--- src/rtl/gameboy_lcd_pixel_tx.sv ---
// GameBoy LCD pixel transmitter: FIFO-buffered PPU shades out on LD/PX_VALID,
// with exactly H_PIXELS*V_LINES beats per frame (aborted frames are padded).
// Ports:
//   GameBoy_clk, GameBoy_reset_n (async, active-low)
//   lcd_on              LCDC enable level
//   pix_in/_valid/_ready  shade input handshake
//   palette             BGP-style map (GAMEBOY_LCD_PIXEL_TX_PALETTE_EN only)
//   LD, PX_VALID        pixel beat to frame buffer
//   pix_x, pix_y        position of the beat on LD
//   frame_done          pulse with last beat of a frame
//   pad_active          high while padding an aborted frame
// Option macro: GAMEBOY_LCD_PIXEL_TX_PALETTE_EN maps FIFO shades through palette.
module gameboy_lcd_pixel_tx #(
  parameter int         FIFO_DEPTH = 8,
  parameter int         H_PIXELS   = 160,
  parameter int         V_LINES    = 144,
  parameter logic [1:0] PAD_SHADE  = 2'b00
) (
  input  logic       GameBoy_clk,
  input  logic       GameBoy_reset_n,
  input  logic       lcd_on,
  input  logic [1:0] pix_in,
  input  logic       pix_in_valid,
  output logic       pix_in_ready,
  input  logic [7:0] palette,
  output logic [1:0] LD,
  output logic       PX_VALID,
  output logic [7:0] pix_x,
  output logic [7:0] pix_y,
  output logic       frame_done,
  output logic       pad_active
);

  localparam int PW = $clog2(FIFO_DEPTH);

  localparam logic [1:0] S_OFF    = 2'd0;
  localparam logic [1:0] S_ACTIVE = 2'd1;
  localparam logic [1:0] S_PAD    = 2'd2;

  localparam logic [7:0] X_LAST = 8'(H_PIXELS - 1);
  localparam logic [7:0] Y_LAST = 8'(V_LINES - 1);

  logic [1:0]  r_state;
  logic [1:0]  w_state_nxt;

  logic [1:0]  r_mem [FIFO_DEPTH];
  logic [PW:0] r_wr_ptr;
  logic [PW:0] r_rd_ptr;

  // position the next emitted beat will carry
  logic [7:0]  r_nx;
  logic [7:0]  r_ny;

  logic [1:0]  r_ld;
  logic        r_px_valid;
  logic [7:0]  r_pix_x;
  logic [7:0]  r_pix_y;
  logic        r_frame_done;
  logic        r_pad_active;

  logic        w_off;
  logic        w_active;
  logic        w_pad;
  logic        w_empty;
  logic        w_full;
  logic        w_aligned;
  logic        w_last;
  logic        w_push;
  logic        w_pop;
  logic        w_beat;
  logic        w_fifo_clr;
  logic [1:0]  w_pop_shade;
  logic [1:0]  w_pop_ld;

  assign w_off    = (r_state == S_OFF);
  assign w_active = (r_state == S_ACTIVE);
  assign w_pad    = (r_state == S_PAD);

  assign w_empty = (r_wr_ptr == r_rd_ptr);
  assign w_full  = (r_wr_ptr[PW] != r_rd_ptr[PW]) &&
                   (r_wr_ptr[PW-1:0] == r_rd_ptr[PW-1:0]);

  assign w_aligned = (r_nx == 8'd0) && (r_ny == 8'd0);
  assign w_last    = (r_nx == X_LAST) && (r_ny == Y_LAST);

  assign pix_in_ready = w_active && !w_full;

  assign w_push = pix_in_valid && pix_in_ready;
  // lcd_on low in ACTIVE is the abort cycle: nothing is popped
  assign w_pop  = w_active && lcd_on && !w_empty;
  assign w_beat = w_pop || w_pad;

  // FIFO emptied entering ACTIVE and when leaving it
  assign w_fifo_clr = (w_off && lcd_on) || (w_active && !lcd_on);

  assign w_pop_shade = r_mem[r_rd_ptr[PW-1:0]];

`ifdef GAMEBOY_LCD_PIXEL_TX_PALETTE_EN
  assign w_pop_ld = palette[{w_pop_shade, 1'b0} +: 2];
`else
  logic w_unused_palette;
  assign w_unused_palette = ^palette;
  assign w_pop_ld = w_pop_shade;
`endif

  always_comb begin
    w_state_nxt = r_state;
    unique case (1'b1)
      w_off: begin
        if (lcd_on) w_state_nxt = S_ACTIVE;
      end
      w_active: begin
        if (!lcd_on)
          w_state_nxt = w_aligned ? S_OFF : S_PAD;
      end
      w_pad: begin
        if (w_last) w_state_nxt = S_OFF;
      end
      default: w_state_nxt = S_OFF;
    endcase
  end

  always_ff @(posedge GameBoy_clk or negedge GameBoy_reset_n) begin
    if (!GameBoy_reset_n) begin
      r_state <= S_OFF;
    end else begin
      r_state <= w_state_nxt;
    end
  end

  always_ff @(posedge GameBoy_clk or negedge GameBoy_reset_n) begin
    if (!GameBoy_reset_n) begin
      r_wr_ptr <= '0;
      r_rd_ptr <= '0;
    end else if (w_fifo_clr) begin
      r_wr_ptr <= '0;
      r_rd_ptr <= '0;
    end else begin
      if (w_push) r_wr_ptr <= r_wr_ptr + 1'b1;
      if (w_pop)  r_rd_ptr <= r_rd_ptr + 1'b1;
    end
  end

  always_ff @(posedge GameBoy_clk or negedge GameBoy_reset_n) begin
    if (!GameBoy_reset_n) begin
      for (int i = 0; i < FIFO_DEPTH; i++) r_mem[i] <= 2'b00;
    end else if (w_push && !w_fifo_clr) begin
      r_mem[r_wr_ptr[PW-1:0]] <= pix_in;
    end
  end

  always_ff @(posedge GameBoy_clk or negedge GameBoy_reset_n) begin
    if (!GameBoy_reset_n) begin
      r_nx <= 8'd0;
      r_ny <= 8'd0;
    end else if (w_off) begin
      r_nx <= 8'd0;
      r_ny <= 8'd0;
    end else if (w_beat) begin
      if (r_nx == X_LAST) begin
        r_nx <= 8'd0;
        r_ny <= (r_ny == Y_LAST) ? 8'd0 : r_ny + 8'd1;
      end else begin
        r_nx <= r_nx + 8'd1;
      end
    end
  end

  always_ff @(posedge GameBoy_clk or negedge GameBoy_reset_n) begin
    if (!GameBoy_reset_n) begin
      r_ld         <= 2'b00;
      r_px_valid   <= 1'b0;
      r_pix_x      <= 8'd0;
      r_pix_y      <= 8'd0;
      r_frame_done <= 1'b0;
    end else if (w_beat) begin
      // pad beats bypass any palette mapping
      r_ld         <= w_pad ? PAD_SHADE : w_pop_ld;
      r_px_valid   <= 1'b1;
      r_pix_x      <= r_nx;
      r_pix_y      <= r_ny;
      r_frame_done <= w_last;
    end else begin
      r_px_valid   <= 1'b0;
      r_frame_done <= 1'b0;
      if (w_off) begin
        r_ld    <= 2'b00;
        r_pix_x <= 8'd0;
        r_pix_y <= 8'd0;
      end
    end
  end

  // covers the abort cycle and every pad beat, including the last
  always_ff @(posedge GameBoy_clk or negedge GameBoy_reset_n) begin
    if (!GameBoy_reset_n) begin
      r_pad_active <= 1'b0;
    end else begin
      r_pad_active <= w_pad || (w_state_nxt == S_PAD);
    end
  end

  assign LD         = r_ld;
  assign PX_VALID   = r_px_valid;
  assign pix_x      = r_pix_x;
  assign pix_y      = r_pix_y;
  assign frame_done = r_frame_done;
  assign pad_active = r_pad_active;

endmodule
--- config.mk ---
export PLATFORM = sky130hd
export DESIGN_NAME = gameboy_lcd_pixel_tx
export DESIGN_NICKNAME = d
export VERILOG_FILES = /design/src/rtl/gameboy_lcd_pixel_tx.sv
export SDC_FILE = /design/constraint.sdc
export NUM_CORES = 1
export LEC_CHECK = 0
export CAP_MARGIN = 10
export CELL_PAD_IN_SITES_DETAIL_PLACEMENT = 2
export CELL_PAD_IN_SITES_GLOBAL_PLACEMENT = 2
export CORE_MARGIN = 5
export CORE_UTILIZATION = 37
export CTS_CLUSTER_SIZE = 14
export DETAILED_ROUTE_END_ITERATION = 8
export GPL_ROUTABILITY_DRIVEN = 1
export MAX_ROUTING_LAYER = met4
export PLACE_DENSITY = 0.84
export SLEW_MARGIN = 20
export SYNTH_ARGS = -nofsm -noshare
export SYNTH_HDL_FRONTEND = slang
export SYNTH_SLANG_ARGS = --single-unit
--- constraint.sdc ---
create_clock -name GameBoy_clk -period 2.5 [get_ports GameBoy_clk]
set_input_delay 0.5 -clock GameBoy_clk [delete_from_list [all_inputs] [get_ports GameBoy_clk]]
set_output_delay 0.5 -clock GameBoy_clk [all_outputs]
set_load 0.005 [all_outputs]
==> results of run 1 <==
==> registers in the layout (all words and copies together), names as in the netlist <==
register and count:
LD 2, PX_VALID 1, frame_done 1, pad_active 1, pix_x 8, pix_y 8, r_mem 16, r_nx 8
r_ny 8, r_rd_ptr 4, r_state 2, r_wr_ptr 4
==> critical path: stages, from the launching register on <==
cell                              delay [ns]
sky130_fd_sc_hd__dfrtp_1                0.54
sky130_fd_sc_hd__xor2_4                 0.25
sky130_fd_sc_hd__nor3_1                 0.07
sky130_fd_sc_hd__a21oi_1                0.17
sky130_fd_sc_hd__clkdlybuf4s50_1        0.52
==> cell type report <==
cell class / count / area share
clock buffer: 10 / 0.0359
multi-input combinational: 200 / 0.391
clock inverter: 6 / 0.0121
timing repair buffer: 45 / 0.108
tap: 105 / 0.0343
inverter: 7 / 0.00686
sequential: 63 / 0.412
==> through the flow <==
stage	power (W)	utilization	area, um^2
floorplan	0.00206	-	3180
global placement	0.00249	0.438	3630
CTS	0.00343	0.460	3820
global route	0.00361	0.462	3830
detailed placement	0.00257	0.438	3630
finish	0.00339	0.462	3830
==> layout by cell type (no fill, tap or decap), types with 7 or more instances in the layout <==
cell and n:
sky130_fd_sc_hd__nor3_1 7, sky130_fd_sc_hd__buf_4 17, sky130_fd_sc_hd__inv_1 7, sky130_fd_sc_hd__clkdlybuf4s50_1 26
sky130_fd_sc_hd__mux2_2 14, sky130_fd_sc_hd__o21ai_0 22, sky130_fd_sc_hd__nand3_1 9, sky130_fd_sc_hd__dfrtp_1 62
sky130_fd_sc_hd__a22o_1 17, sky130_fd_sc_hd__nand2_1 18, sky130_fd_sc_hd__nor2_1 18, sky130_fd_sc_hd__clkbuf_8 10
==> cell families (layout without fill, tap and decap cells) <==
logic type / count (synthesis) / count (layout) / synth area share
AO/OA/AOI/OAI: 65 / 65 / 0.149
buffers and inverters: 24 / 68 / 0.0373
adder cells (fa/ha/maj): 6 / 6 / 0.0236
AND/OR/NAND/NOR: 95 / 95 / 0.163
XOR/XNOR: 10 / 10 / 0.0346
multiplexers: 24 / 24 / 0.0975
flip-flops: 63 / 63 / 0.495
==> worst min path at each step <==
stage / cells past startpoint / endpoint / slack (ns) / from
after detailed placement: 1 / pix_x[4] / 0.49 / pix_x[4]
after global routing: 1 / r_ny[2] / 0.22 / GameBoy_reset_n
final: 1 / r_rd_ptr[3] / 0.16 / GameBoy_reset_n
after floorplan: 0 / LD[0] / 0.20 / GameBoy_reset_n
after global placement: 1 / r_mem[11] / 0.48 / r_mem[11]
after CTS: 1 / r_rd_ptr[3] / 0.19 / GameBoy_reset_n
==> power by group <==
group / internal, W / total, W / switching, W
clock: 0.000387 / 0.000833 / 0.000446
combinational: 0.000522 / 0.00118 / 0.000658
sequential: 0.00119 / 0.00138 / 0.000190
==> metal layers <==
layer | vias to the layer above | wire (um) | GRT usage
li1 | 1120 | - | -
met1 | 1323 | 4140 | 0.244
met2 | 43 | 4710 | 0.320
met3 | 11 | 243 | 0.0298
met4 | 0 | 131 | 0.0667
met5 | - | 0 | -
==> repair_timing <==
action	4_1_cts	5_1_grt
buffers inserted	0	0
pin swaps	0	0
setup endpoints to repair	1	1
resized for setup	1	1
==> summary.md, run 1 <==
| Metric | Value |
|---|---|
| Mean number of vias per cell | `approximately 5.7` |
| Multi-input logic area | `1500 um^2` |
| Storage cell area | `1580 um^2` |
| Core Region | `just over 8000 um^2` |
| Maximum number of pins on one net before global-route repair | `40` |
| Placed insts | `420` |
| Die width | `between 100 and 150 um` |
| Unrepaired setup endpoints after global routing | `false` |
| Critical path launch point | `r_wr_ptr[2]` |
| Launching point of the worst reg2reg path | `r_nx[1]` |
| Final period util | `0.959` |
| Final TNS setup | `0 ns` |
| Flip-flop cell with the highest count after synthesis | `sky130_fd_sc_hd__dfrtp_1` |
| Clock buffers created by TritonCTS | `9` |
| Final hold slack | `0.165 ns` |
| Number of rows in the core area | `33` |
| Overall global routing resource usage | `0.194` |
| Cell types occupying the most area after synthesis | `sky130_fd_sc_hd__dfrtp_1 50%, sky130_fd_sc_hd__mux2_2 5.0%, sky130_fd_sc_hd__a22o_1 4.7%` |
| Share of Yosys cell area claimed by the top area cell type | `0.495` |
| Number of enable-type register cells in the synthesized netlist | `0` |
| Count of final setup violators | `0` |
| Nets@finish | `~350` |
| Clock root buffer | `sky130_fd_sc_hd__clkbuf_8` |
| Final estimated routing congestion in global placement | `0.898` |
| Synthesized area per cell | `11.1 um^2` |
| Launching element type of the critical path | `flip-flop` |
| RR Endpoint | `r_ny[4]` |
| Slew at the pin closest to its max-slew limit | `0.621 ns` |
| Worst voltage drop across the vdd grid | `0.000362 V` |
| CP Data Arrival Time | `1.90 ns` |
| Via total after detailed routing | `2497` |
| Post-layout instance count excluding filler cells | `~440` |
| Worst slack at placement | `-0.0435 ns` |
| Max Root-Sink Buffers | `2` |
| Status | `finished clean` |
| Number of hold-slack violations in the final timing report | `0` |
| Clk Latency, worst-skew pair | `approximately 0.34 ns` |
| DRT Wirelength | `9230 um` |
| Power Density | `885 nW/um^2` |
| Die area | `10600 um^2` |
| Required arrival time at the worst endpoint | `2.00 ns` |
| Mapped Cells | `~290` |
| Initial Utilization | `0.384` |
| Number of DRC markers in iteration 0 | `110` |
| Max-Cap Viols | `0` |
| Post-synth net total | `307` |
| Worst setup slack for register-to-register paths | `0.27 ns` |
| Overflow after GRT | `0` |
| Type of the setup path with the least slack | `reg -> out` |
| Count of input and output buffers | `27` |
| Layout-stage area growth over the synthesis result | `20.4%` |
| Dominant cell by count in the synthesized netlist | `sky130_fd_sc_hd__dfrtp_1` |
| Share of the yosys chip area belonging to registers | `0.495` |
| Via count of the first global-routing pass | `2732` |
| Post-route clock skew | `between 0.006 and 0.007 ns` |
| Height of the die | `103 um` |
| Hold buffer count at cts | `0` |
| DR pass1 iterations | `4` |
| Share of post-route cells with drive strength above 1 | `0.202` |
| Clock net sink count | `63` |
| Smallest setup slack after layout | `approximately 0.10 ns` |
| Fill cell instance count of the final layout | `855` |
| Detail Route Antenna Nets | `0` |
| Worst-path maximum fanout | `5` |
| Most common library cells after synthesis | `63 x sky130_fd_sc_hd__dfrtp_1, 22 x sky130_fd_sc_hd__o21ai_0, 18 x sky130_fd_sc_hd__nand2_1, 18 x sky130_fd_sc_hd__nor2_1, 17 x sky130_fd_sc_hd__a22o_1` |
| Post-Synthesis Cell Area | `3180 um^2` |
| Detailed-route wire length per cell | `21.2 um` |
| Total DRC errors in the routed layout | `0` |
| Cell variety after synth | `50` |
| Diodes inserted | `0` |
| Fraction of registers with async set/reset | `1.00` |
| Placed wire-length estimate after detailed placement | `6320 um` |
| Maximum level of the CTS H-tree | `3` |
| Ys Warns | `0` |
| Boundary Pins | `36` |
| CP Capture Point | `pix_in_ready` |
| Tmin final | `approximately 2.4 ns` |
| Leakage power | `1.66 nW` |
| Number of cells on the worst reg-to-reg path | `6` |
| Global-route wire length before repair | `15000 um` |
| Final max-slew violation count | `0` |
| Synthesized flop and latch total | `63` |
| Worst-case headroom to the max-slew limit | `0.586` |
| Library cell with the largest summed area after synthesis | `sky130_fd_sc_hd__dfrtp_1` |
| Max Clk Rate | `between 400 and 500 MHz` |
| Kind of end point of the critical path | `output port` |
| TritonCTS clock tree | `built` |
| Clk slew on worst S/H paths | `0.08 ns` |
| Min-Delay Path Class | `in -> async` |
| Antenna violations before repair | `0` |
(Power assumes the default switching activity.)
==> inputs of run 2 (changes only) <==
- SKIP_CTS_REPAIR_TIMING: not set -> 1
==> results of run 2 <==
Final layout, timing and power as in run 1 (identical DEF).
==> inputs of run 3 (changes only) <==
- HOLD_SLACK_MARGIN: not set -> 0.05
==> results of run 3 <==
Final layout, timing and power as in run 1 (identical DEF).
